==> config.mk <==
export PLATFORM = sky130hd
export DESIGN_NAME = alu_seq
export DESIGN_NICKNAME = d
export VERILOG_FILES = /design/src/rtl/alu_seq.sv
export SDC_FILE = /design/constraint.sdc
export NUM_CORES = 1
export LEC_CHECK = 0
export ABC_AREA = 1
export CAP_MARGIN = 20
export CORE_ASPECT_RATIO = 0.9
export CORE_MARGIN = 5
export CORE_UTILIZATION = 52
export DETAILED_ROUTE_END_ITERATION = 8
export PLACE_DENSITY = 0.76
export SLEW_MARGIN = 20
export SYNTH_ARGS = -nofsm -noshare
export SYNTH_HDL_FRONTEND = slang
export SYNTH_SLANG_ARGS = --single-unit
==> constraint.sdc <==
create_clock -name clk -period 1.65 [get_ports clk]
set_clock_uncertainty 0.05 [all_clocks]
set_input_delay 0.33 -clock clk [delete_from_list [all_inputs] [get_ports clk]]
set_output_delay 0.33 -clock clk [all_outputs]
set_load 0.02 [all_outputs]
==> src/rtl/alu_seq.sv <==
// alu_seq: registered, handshaked ALU with a multi-cycle shift-add multiplier.
//
// Ports:
//   clk, rst           rising-edge clock, synchronous active-high reset
//   in_valid/in_ready  request handshake carrying op, a, b
//   op                 000 ADD, 001 SUB, 010 AND, 011 OR, 100 XOR,
//                      101 SHL, 110 SHR, 111 MUL
//   a, b               unsigned operands (b is the shift amount for SHL/SHR)
//   out_valid/out_ready response handshake
//   result, carry,     registered result, carry/borrow/overflow flag,
//   zero, led_n        result-is-zero flag and active-low LED copy of result
//
// Non-MUL ops complete on the accepting edge. MUL runs WIDTH shift-add
// cycles over b's bits (LSB first) into a 2*WIDTH accumulator. The result
// is held in RESP until the consumer takes it.
module alu_seq #(
   parameter int WIDTH = 3,
   parameter int CNT_W = 8
) (
   input  logic             clk,
   input  logic             rst,
   input  logic             in_valid,
   output logic             in_ready,
   input  logic [2:0]       op,
   input  logic [WIDTH-1:0] a,
   input  logic [WIDTH-1:0] b,
   output logic             out_valid,
   input  logic             out_ready,
   output logic [WIDTH-1:0] result,
   output logic             carry,
   output logic             zero,
   output logic [WIDTH-1:0] led_n
);

   typedef enum logic [1:0] {
      ST_IDLE = 2'd0,
      ST_MUL  = 2'd1,
      ST_RESP = 2'd2
   } state_e;

   localparam logic [2:0] OP_ADD = 3'd0;
   localparam logic [2:0] OP_SUB = 3'd1;
   localparam logic [2:0] OP_AND = 3'd2;
   localparam logic [2:0] OP_OR  = 3'd3;
   localparam logic [2:0] OP_XOR = 3'd4;
   localparam logic [2:0] OP_SHL = 3'd5;
   localparam logic [2:0] OP_SHR = 3'd6;
   localparam logic [2:0] OP_MUL = 3'd7;

   localparam logic [CNT_W-1:0] LAST_CNT  = CNT_W'(WIDTH - 1);
   localparam logic [CNT_W-1:0] CNT_ONE   = CNT_W'(1);
   // Shift amounts at or above WIDTH clear the result.
   localparam logic [WIDTH:0]   SHIFT_LIM = (WIDTH + 1)'(WIDTH);

   state_e                 state_q, state_d;
   logic                   in_ready_q, in_ready_d;
   logic                   out_valid_q, out_valid_d;
   logic [WIDTH-1:0]       result_q, result_d;
   logic                   carry_q, carry_d;
   logic                   zero_q, zero_d;
   logic [WIDTH-1:0]       led_n_q, led_n_d;
   logic [2*WIDTH-1:0]     acc_q, acc_d;
   logic [2*WIDTH-1:0]     mcand_q, mcand_d;
   logic [WIDTH-1:0]       mplier_q, mplier_d;
   logic [CNT_W-1:0]       cnt_q, cnt_d;

   logic [WIDTH-1:0]       alu_res;
   logic                   alu_cy;
   logic [WIDTH:0]         sum_w;
   logic [2*WIDTH-1:0]     acc_step;

   // Single-cycle ALU for every op except MUL.
   always_comb begin
      alu_res = '0;
      alu_cy  = 1'b0;
      sum_w   = '0;
      case (op)
         OP_ADD: begin
            sum_w   = {1'b0, a} + {1'b0, b};
            alu_res = sum_w[WIDTH-1:0];
            alu_cy  = sum_w[WIDTH];
         end
         OP_SUB: begin
            alu_res = a - b;
            alu_cy  = (a < b);
         end
         OP_AND: alu_res = a & b;
         OP_OR:  alu_res = a | b;
         OP_XOR: alu_res = a ^ b;
         OP_SHL: begin
            if ({1'b0, b} >= SHIFT_LIM) begin
               alu_res = '0;
            end else begin
               alu_res = a << b;
            end
         end
         OP_SHR: begin
            if ({1'b0, b} >= SHIFT_LIM) begin
               alu_res = '0;
            end else begin
               alu_res = a >> b;
            end
         end
         default: alu_res = '0;
      endcase
   end

   // One shift-add step: add the shifted multiplicand when the current multiplier LSB is set.
   always_comb begin
      if (mplier_q[0]) begin
         acc_step = acc_q + mcand_q;
      end else begin
         acc_step = acc_q;
      end
   end

   // Next-state and next-output logic for the IDLE / MUL / RESP sequencer.
   always_comb begin
      state_d     = state_q;
      in_ready_d  = in_ready_q;
      out_valid_d = out_valid_q;
      result_d    = result_q;
      carry_d     = carry_q;
      zero_d      = zero_q;
      led_n_d     = led_n_q;
      acc_d       = acc_q;
      mcand_d     = mcand_q;
      mplier_d    = mplier_q;
      cnt_d       = cnt_q;
      case (state_q)
         ST_IDLE: begin
            if (in_valid && in_ready_q) begin
               in_ready_d = 1'b0;
               if (op == OP_MUL) begin
                  acc_d    = '0;
                  cnt_d    = '0;
                  mcand_d  = {{WIDTH{1'b0}}, a};
                  mplier_d = b;
                  state_d  = ST_MUL;
               end else begin
                  result_d    = alu_res;
                  carry_d     = alu_cy;
                  zero_d      = (alu_res == '0);
                  led_n_d     = ~alu_res;
                  out_valid_d = 1'b1;
                  state_d     = ST_RESP;
               end
            end else begin
               // Also lifts in_ready on the first cycle out of reset.
               in_ready_d = 1'b1;
            end
         end
         ST_MUL: begin
            acc_d    = acc_step;
            mcand_d  = mcand_q << 1'b1;
            mplier_d = mplier_q >> 1'b1;
            cnt_d    = cnt_q + CNT_ONE;
            if (cnt_q == LAST_CNT) begin
               result_d    = acc_step[WIDTH-1:0];
               carry_d     = |acc_step[2*WIDTH-1:WIDTH];
               zero_d      = (acc_step[WIDTH-1:0] == '0);
               led_n_d     = ~acc_step[WIDTH-1:0];
               out_valid_d = 1'b1;
               state_d     = ST_RESP;
            end else begin
               state_d = ST_MUL;
            end
         end
         ST_RESP: begin
            if (out_ready) begin
               out_valid_d = 1'b0;
               in_ready_d  = 1'b1;
               state_d     = ST_IDLE;
            end else begin
               state_d = ST_RESP;
            end
         end
         default: begin
            out_valid_d = 1'b0;
            in_ready_d  = 1'b0;
            state_d     = ST_IDLE;
         end
      endcase
   end

   // State and output registers; reset wins over every handshake.
   always_ff @(posedge clk) begin
      if (rst) begin
         state_q     <= ST_IDLE;
         in_ready_q  <= 1'b0;
         out_valid_q <= 1'b0;
         result_q    <= '0;
         carry_q     <= 1'b0;
         zero_q      <= 1'b0;
         led_n_q     <= '1;
         acc_q       <= '0;
         mcand_q     <= '0;
         mplier_q    <= '0;
         cnt_q       <= '0;
      end else begin
         state_q     <= state_d;
         in_ready_q  <= in_ready_d;
         out_valid_q <= out_valid_d;
         result_q    <= result_d;
         carry_q     <= carry_d;
         zero_q      <= zero_d;
         led_n_q     <= led_n_d;
         acc_q       <= acc_d;
         mcand_q     <= mcand_d;
         mplier_q    <= mplier_d;
         cnt_q       <= cnt_d;
      end
   end

   assign in_ready  = in_ready_q;
   assign out_valid = out_valid_q;
   assign result    = result_q;
   assign carry     = carry_q;
   assign zero      = zero_q;
   assign led_n     = led_n_q;

endmodule

* Word level (Yosys, flattened, before mapping)
Index checks and enable logic that the tools add are counted.
Widths: inputs -> output; s select.
** Storage, ports and cells
- Flip-flop bits (word level) :: 35
- Latch bits :: 0
- Bits in writable memories :: 0
- ROM bits :: 0
- Output and inout bits :: 10
- Memories kept :: 0
** Operators by class
- Add/sub/neg operators :: 4
- Multiply operators :: 0
- Div/mod/pow operators :: 0
- Order comparisons :: 2
- Equality and inequality tests :: 15
- Shift operators :: 2
- Multiplexer cells :: 46
- Bitwise logic cells :: 6
- Reduce and logical (&&, ||, !) cells :: 11
** Operators by type and width (number)
- $mux 3 :: 10
- $mux 6 :: 5
- $pmux 6 s2 :: 2
- $pmux 3 s7 :: 1
- $pmux 3 s2 :: 3
- $mux 8 :: 2
- $pmux 8 s2 :: 1
- $eq 3x3->1 const B :: 4
- $mux 1 :: 12
- $ne 2x2->1 const B :: 5
- $logic_not 3->1 :: 3
- $add 8x1->8 const B :: 1
- $eq 8x2->1 const B :: 1
- $mux 2 :: 4
- $reduce_and 4->1 :: 2
- $add 6x6->6 :: 1
- $eq 3x2->1 const B :: 2
- $not 3->3 :: 2
- $pmux 1 s2 :: 3
- $pmux 1 s3 :: 2
- $pmux 2 s3 :: 1
- $add 3x3->4 :: 1
- $and 3x3->3 :: 1
- $eq 3x1->1 const B :: 1
- 16 further kinds :: 16

* Logic depth before layout (Yosys ltp)
- Depth in word-level cells :: 7
- Mapped depth :: 13

* Worst setup path after synthesis
No wires, ideal clock.
- Path type :: register to register
- From :: register acc_q[0]
- To :: register carry_q (netlist: carry)
- Setup time :: 0.132 ns
- Data arrival time :: 1.530 ns
- Required time :: 1.468 ns
- Setup slack :: -0.063 ns
- Stages on the path, launching flop included :: 14
- Path buffers :: 0
- Clock period less this slack :: 1.713 ns
- Cell sequence :: dfxtp_1 > ha_1 > inv_1 > fa_1 > inv_1 > nand3_1 > nand2_1 > nand2_1 > nand3_1 > nand2_1 > nor2_1 > nand2_1 > nand2_1 > a21oi_1
** On the way
- Word-level cells in the longest chain between the ends :: 5
** RTL lines
- start, declared :: line 62 : logic [2*WIDTH-1:0] acc_q, acc_d;
- start signal, assigned :: line 196 : acc_q <= '0;
- start signal, assigned :: line 208 : acc_q <= acc_d;
- $add 6x6->6 :: line 111 : acc_step = acc_q + mcand_q;
- $mux 6 :: line 110 : if (mplier_q[0]) begin
- $reduce_or 3->1 :: line 160 : carry_d = |acc_step[2*WIDTH-1:WIDTH];
- $mux 1 :: line 158 : if (cnt_q == LAST_CNT) begin
- $pmux 1 s2 :: line 130 : case (state_q)
- end signal, assigned :: line 205 : carry_q <= carry_d;
- end, declared :: line 59 : logic carry_q, carry_d;
No other way between the ends. The select of a mux whose other input is x is not followed.
A chain may end at the register's enable or synchronous reset.

* Worst setup path after layout
- From :: register mcand_q[0]
- To :: register result_q[1] (netlist: result[1])
** On the way
- Word-level cells in the longest chain between the ends :: 4
** RTL lines
- start, declared :: line 63 : logic [2*WIDTH-1:0] mcand_q, mcand_d;
- start signal, assigned :: line 209 : mcand_q <= mcand_d;
- $add 6x6->6 :: line 111
- $mux 6 :: line 110
- $mux 3 :: line 158
- $pmux 3 s2 :: line 130
- end signal, assigned :: line 204 : result_q <= result_d;
- end, declared :: line 58 : logic [WIDTH-1:0] result_q, result_d;
No other way between the ends. The select of a mux whose other input is x is not followed.

==> results summary <==
The detailed-route via count came out at 2586. The checks that failed: setup timing. The number of design rule violations left after detail routing came out at 0. The flow ran to the end, but the final reports show violations. The unique cell type count in the Yosys netlist came out at 37. Across the run, the number of max-cap violations was 0. The placer's final routability congestion estimate came out at 0.919.

STA classifies the critical path startpoint as a register. Yosys attributes the largest share of cell area to sky130_fd_sc_hd__dfxtp_1 29%, sky130_fd_sc_hd__nand2_1 14%, sky130_fd_sc_hd__ha_1 8.7%. Counting flops and latches in the post-synthesis netlist gives 35. The library cell used most frequently in the layout, excluding fill and tap cells, is sky130_fd_sc_hd__nand2_1. Setup violations remaining at the end of the flow were counted as 8. The initial antenna violation count is 0. The clock edge transition at the registers on the reported setup and hold paths came out at 70 ps. The number of H-tree levels came out at 2. The routed design could run at a clock period as short as 1730 ps. sky130_fd_sc_hd__dfxtp_1 takes more of the synthesized area than any other cell. The Yosys warning count is 0.

At the later pin of the worst-skew pair, clock insertion delay measures 290 ps. The overall power after layout came out at 2.20 mW. The initial core utilization is 54.3%. After synthesis, flip-flops and latches occupy 28.6% of the total area. Of all nets on the critical path, the largest fanout is 2.

The worst register-to-register path has a setup slack of -80 ps. The die covers 6190 um^2. In this run, CTS created clock tree buffers numbering 5. The top-area cell type share of the netlist area is 28.6%.

The stage delay of the slowest cell on the critical path is 510 ps. The worst hold path class is reg2reg. The aggregate global-route resource usage came out at 22.6%.

The count of buffers inserted at the top-level ports came out at 22. The number of filler cells placed in the layout came out at 365. The worst-case clock buffer depth is 2. The critical path start-end classification is reg2reg. The number of inserted diodes came out at 0.

The TritonCTS clock tree is done. The worst slew slack as a fraction of its limit came out at 70.8%. The peak supply drop is 0.430 mV. At the worst endpoint, the arrival time is 1870 ps. The net total in the final layout is 472.

The cell area that synthesis handed to floorplanning was 2450 um^2. The achievable clock frequency is 578 MHz. Summed over all nets, the half-perimeter wirelength after detailed placement is 4820 um. The share of the core filled with cells in the final layout is 74.8%. The tree is rooted in a sky130_fd_sc_hd__clkbuf_8. The total power divided by cell area came out at 649 nW/um^2. The area of the core is 4520 um^2. Setup repair after global routing could not meet its margin everywhere. The number of clock sinks is 35. The die span in x came out at 82.4 um. The reported leakage power came out at 1.60 nW.

The critical path goes through ha_4 > inv_2 > fa_2 > nand2_2 > o21ai_2 > nor2_2 > nor2_1 > nand2_1 > nand2_1 > nor2_1. The required time at the endpoint of the critical path came out at 1790 ps. In the post-route analysis, the smallest setup slack over all paths is -79.6 ps.

The violation count after the first detailed-route iteration came out at 174. Among all stages on the critical path, the largest delay is contributed by sky130_fd_sc_hd__fa_2. In the synthesized netlist, the number of instances is 365.

The worst register-to-register path has a depth of 10. The library cells used most frequently in the layout, excluding fill and tap cells, are 91 x sky130_fd_sc_hd__nand2_1, 50 x sky130_fd_sc_hd__buf_4, 36 x sky130_fd_sc_hd__inv_1, 30 x sky130_fd_sc_hd__nor2_1, 27 x sky130_fd_sc_hd__dfxtp_1. The cell count after placement came out at 488. After detailed routing, the average wire length per cell comes to 12.9 um. STA classifies the critical path endpoint as a register. The number of nets produced by synthesis came out at 398. The final max-slew violation count is 0. The layout overhead on the synthesized area is 37.9%. The post-place setup slack is -665 ps. The first global-routing pass estimated 10700 um of wire.

The post-cts hold buffer count came out at 0. The number of global-route vias before repair came out at 2426. The ratio of cells with drive above 1 in the final layout is 28.9%. The startpoint of the lowest-slack register-to-register path is mcand_q[0]$_SDFFE_PP0P_. The worst hold path begins at out_valid$_SDFFE_PP0P_. In the routed layout, each cell is associated on average with a via count of 5.15.

Entering global routing, the biggest net connects 19 pins. The worst hold path depth came out at 2. The I/O pin count is 23.

The actual transition at the worst max-transition pin is 438 ps. The final instance count without filler cells came out at 502. The row count came out at 23. The worst hold path terminates at out_valid$_SDFFE_PP0P_. The number of hold violations in the final report came out at 0. The detailed-router iteration count before antenna repair came out at 5.

The detail route stage leaves a number of antenna-violating nets equal to 0. The vertical extent of the die came out at 75.1 um. The fraction of the cycle the final worst path needs is 105%. The total routed wirelength is 6490 um.

The overflow left after global routing came out at 0. The post-synthesis average cell area is 6.72 um^2. The final setup TNS came out at -279 ps. In this run the critical register-to-register path is captured at result[1]$_SDFFE_PP0P_.
==> per-layer routing <==
| metal | track usage (%) | vias up | part of all wire [%] |
|---|---|---|---|
| met1 | 29.1 | 1178 | 47 |
| met2 | 37.4 | 58 | 47 |
| li1 | - | 1337 | - |
| met4 | 8.30 | 0 | 1.8 |
| met3 | 4.67 | 13 | 4.1 |
| met5 | 0 | - | 0 |
==> power by group <==
group | switching [mW] | internal (mW)
clock network | 0.319 | 0.342
logic | 0.338 | 0.272
registers | 0.0362 | 0.887
==> metrics by stage <==
| stage | hold WS [ps] | instance area, um^2 |
|---|---|---|
| CTS | 420 | 3210 |
| global route | 441 | 3380 |
| finish | 412 | 3380 |
| detailed placement | 403 | 3080 |
| floorplan | 389 | 2480 |
| global placement | 401 | 3080 |
==> repair_timing <==
| item | 4_1_cts | 5_1_grt |
|---|---|---|
| setup buffers | 1 | 5 |
| gates resized for setup | 29 | 38 |
| setup endpoints to repair | 17 | 24 |
| pin swaps | 13 | 22 |
==> cell type report <==
cell class | instances | area, um^2 | area share [%]
clock buffer | 7 | 86.3 | 2.55
clock inverter | 1 | 8.76 | 0.259
inverter | 53 | 209 | 6.18
multi-input combinational | 269 | 1640 | 48.5
sequential | 35 | 713 | 21.1
tap | 62 | 77.6 | 2.29
timing repair buffer | 75 | 646 | 19.1
==> critical path, delay by kind of cell (launching register included) <==
kind	cells	cell delay [ps]
adder cells (fa/ha/maj)	2	650
AO/OA/AOI/OAI	1	90
AND/OR/NAND/NOR	6	420
flip-flops	1	370
buffers and inverters	1	30
==> cell families after synthesis <==
logic type	after synthesis	share of synthesized area (%)
simple gates	189	36.0
buf+inv	61	10.4
compound gates	59	13.5
flops	35	28.6
fa+ha+maj	20	11.1
xor+xnor	1	0.357
==> worst max-delay path by stage <==
stage / from / to / slack, ps
6_report: mcand_q[0]$_SDFFE_PP0P_ / result[1]$_SDFFE_PP0P_ / -80
2_1_floorplan: a[0] / result[1]$_SDFFE_PP0P_ / 5
5_1_grt: mcand_q[0]$_SDFFE_PP0P_ / result[1]$_SDFFE_PP0P_ / -180
3_5_place_dp: b[0] / led_n[1]$_SDFFE_PP1P_ / -670
3_3_place_gp: a[0] / result[1]$_SDFFE_PP0P_ / -610
4_1_cts: mcand_q[0]$_SDFFE_PP0P_ / carry$_SDFFE_PP0P_ / -70
==> Yosys cell counts <==
| cell | n |
|---|---|
| sky130_fd_sc_hd__or2_2 | 2 |
| sky130_fd_sc_hd__a21oi_2 | 1 |
| sky130_fd_sc_hd__a21oi_1 | 27 |
| sky130_fd_sc_hd__nand3b_1 | 2 |
| sky130_fd_sc_hd__o21bai_1 | 1 |
| sky130_fd_sc_hd__xor2_1 | 1 |
| sky130_fd_sc_hd__o21ai_1 | 10 |
| sky130_fd_sc_hd__o21a_1 | 2 |
| sky130_fd_sc_hd__buf_4 | 1 |
| sky130_fd_sc_hd__nor3b_2 | 1 |
| sky130_fd_sc_hd__clkbuf_1 | 5 |
| sky130_fd_sc_hd__nor3_2 | 3 |
| sky130_fd_sc_hd__nor3b_1 | 1 |
| sky130_fd_sc_hd__inv_1 | 45 |
| sky130_fd_sc_hd__inv_4 | 2 |
| sky130_fd_sc_hd__inv_2 | 6 |
| sky130_fd_sc_hd__buf_2 | 1 |
| sky130_fd_sc_hd__fa_1 | 3 |
| sky130_fd_sc_hd__nand2_2 | 1 |
| sky130_fd_sc_hd__buf_12 | 1 |
| sky130_fd_sc_hd__ha_1 | 17 |
| sky130_fd_sc_hd__nand2_1 | 94 |
| sky130_fd_sc_hd__nand3_4 | 2 |
| sky130_fd_sc_hd__nor2_2 | 3 |
| sky130_fd_sc_hd__nand3_1 | 26 |
| sky130_fd_sc_hd__o21ai_4 | 1 |
| sky130_fd_sc_hd__nor3_1 | 9 |
| sky130_fd_sc_hd__nor2_1 | 33 |
| sky130_fd_sc_hd__nand2_4 | 1 |
| sky130_fd_sc_hd__o211ai_1 | 2 |
| sky130_fd_sc_hd__or2_0 | 1 |
| sky130_fd_sc_hd__o21ai_0 | 9 |
| sky130_fd_sc_hd__or2_1 | 1 |
| sky130_fd_sc_hd__a31oi_1 | 6 |
| sky130_fd_sc_hd__dfxtp_1 | 35 |
| sky130_fd_sc_hd__nor2_8 | 1 |
| sky130_fd_sc_hd__nand4_1 | 8 |
==> registers in the layout, summed over array words and instances, names as in the netlist <==
register,flops
state_q,2
acc_q,6
zero,1
out_valid,1
in_ready,1
led_n,3
mplier_q,3
mcand_q,6
cnt_q,8
carry,1
result,3
No activity file was read; power rests on OpenSTA's default activity.
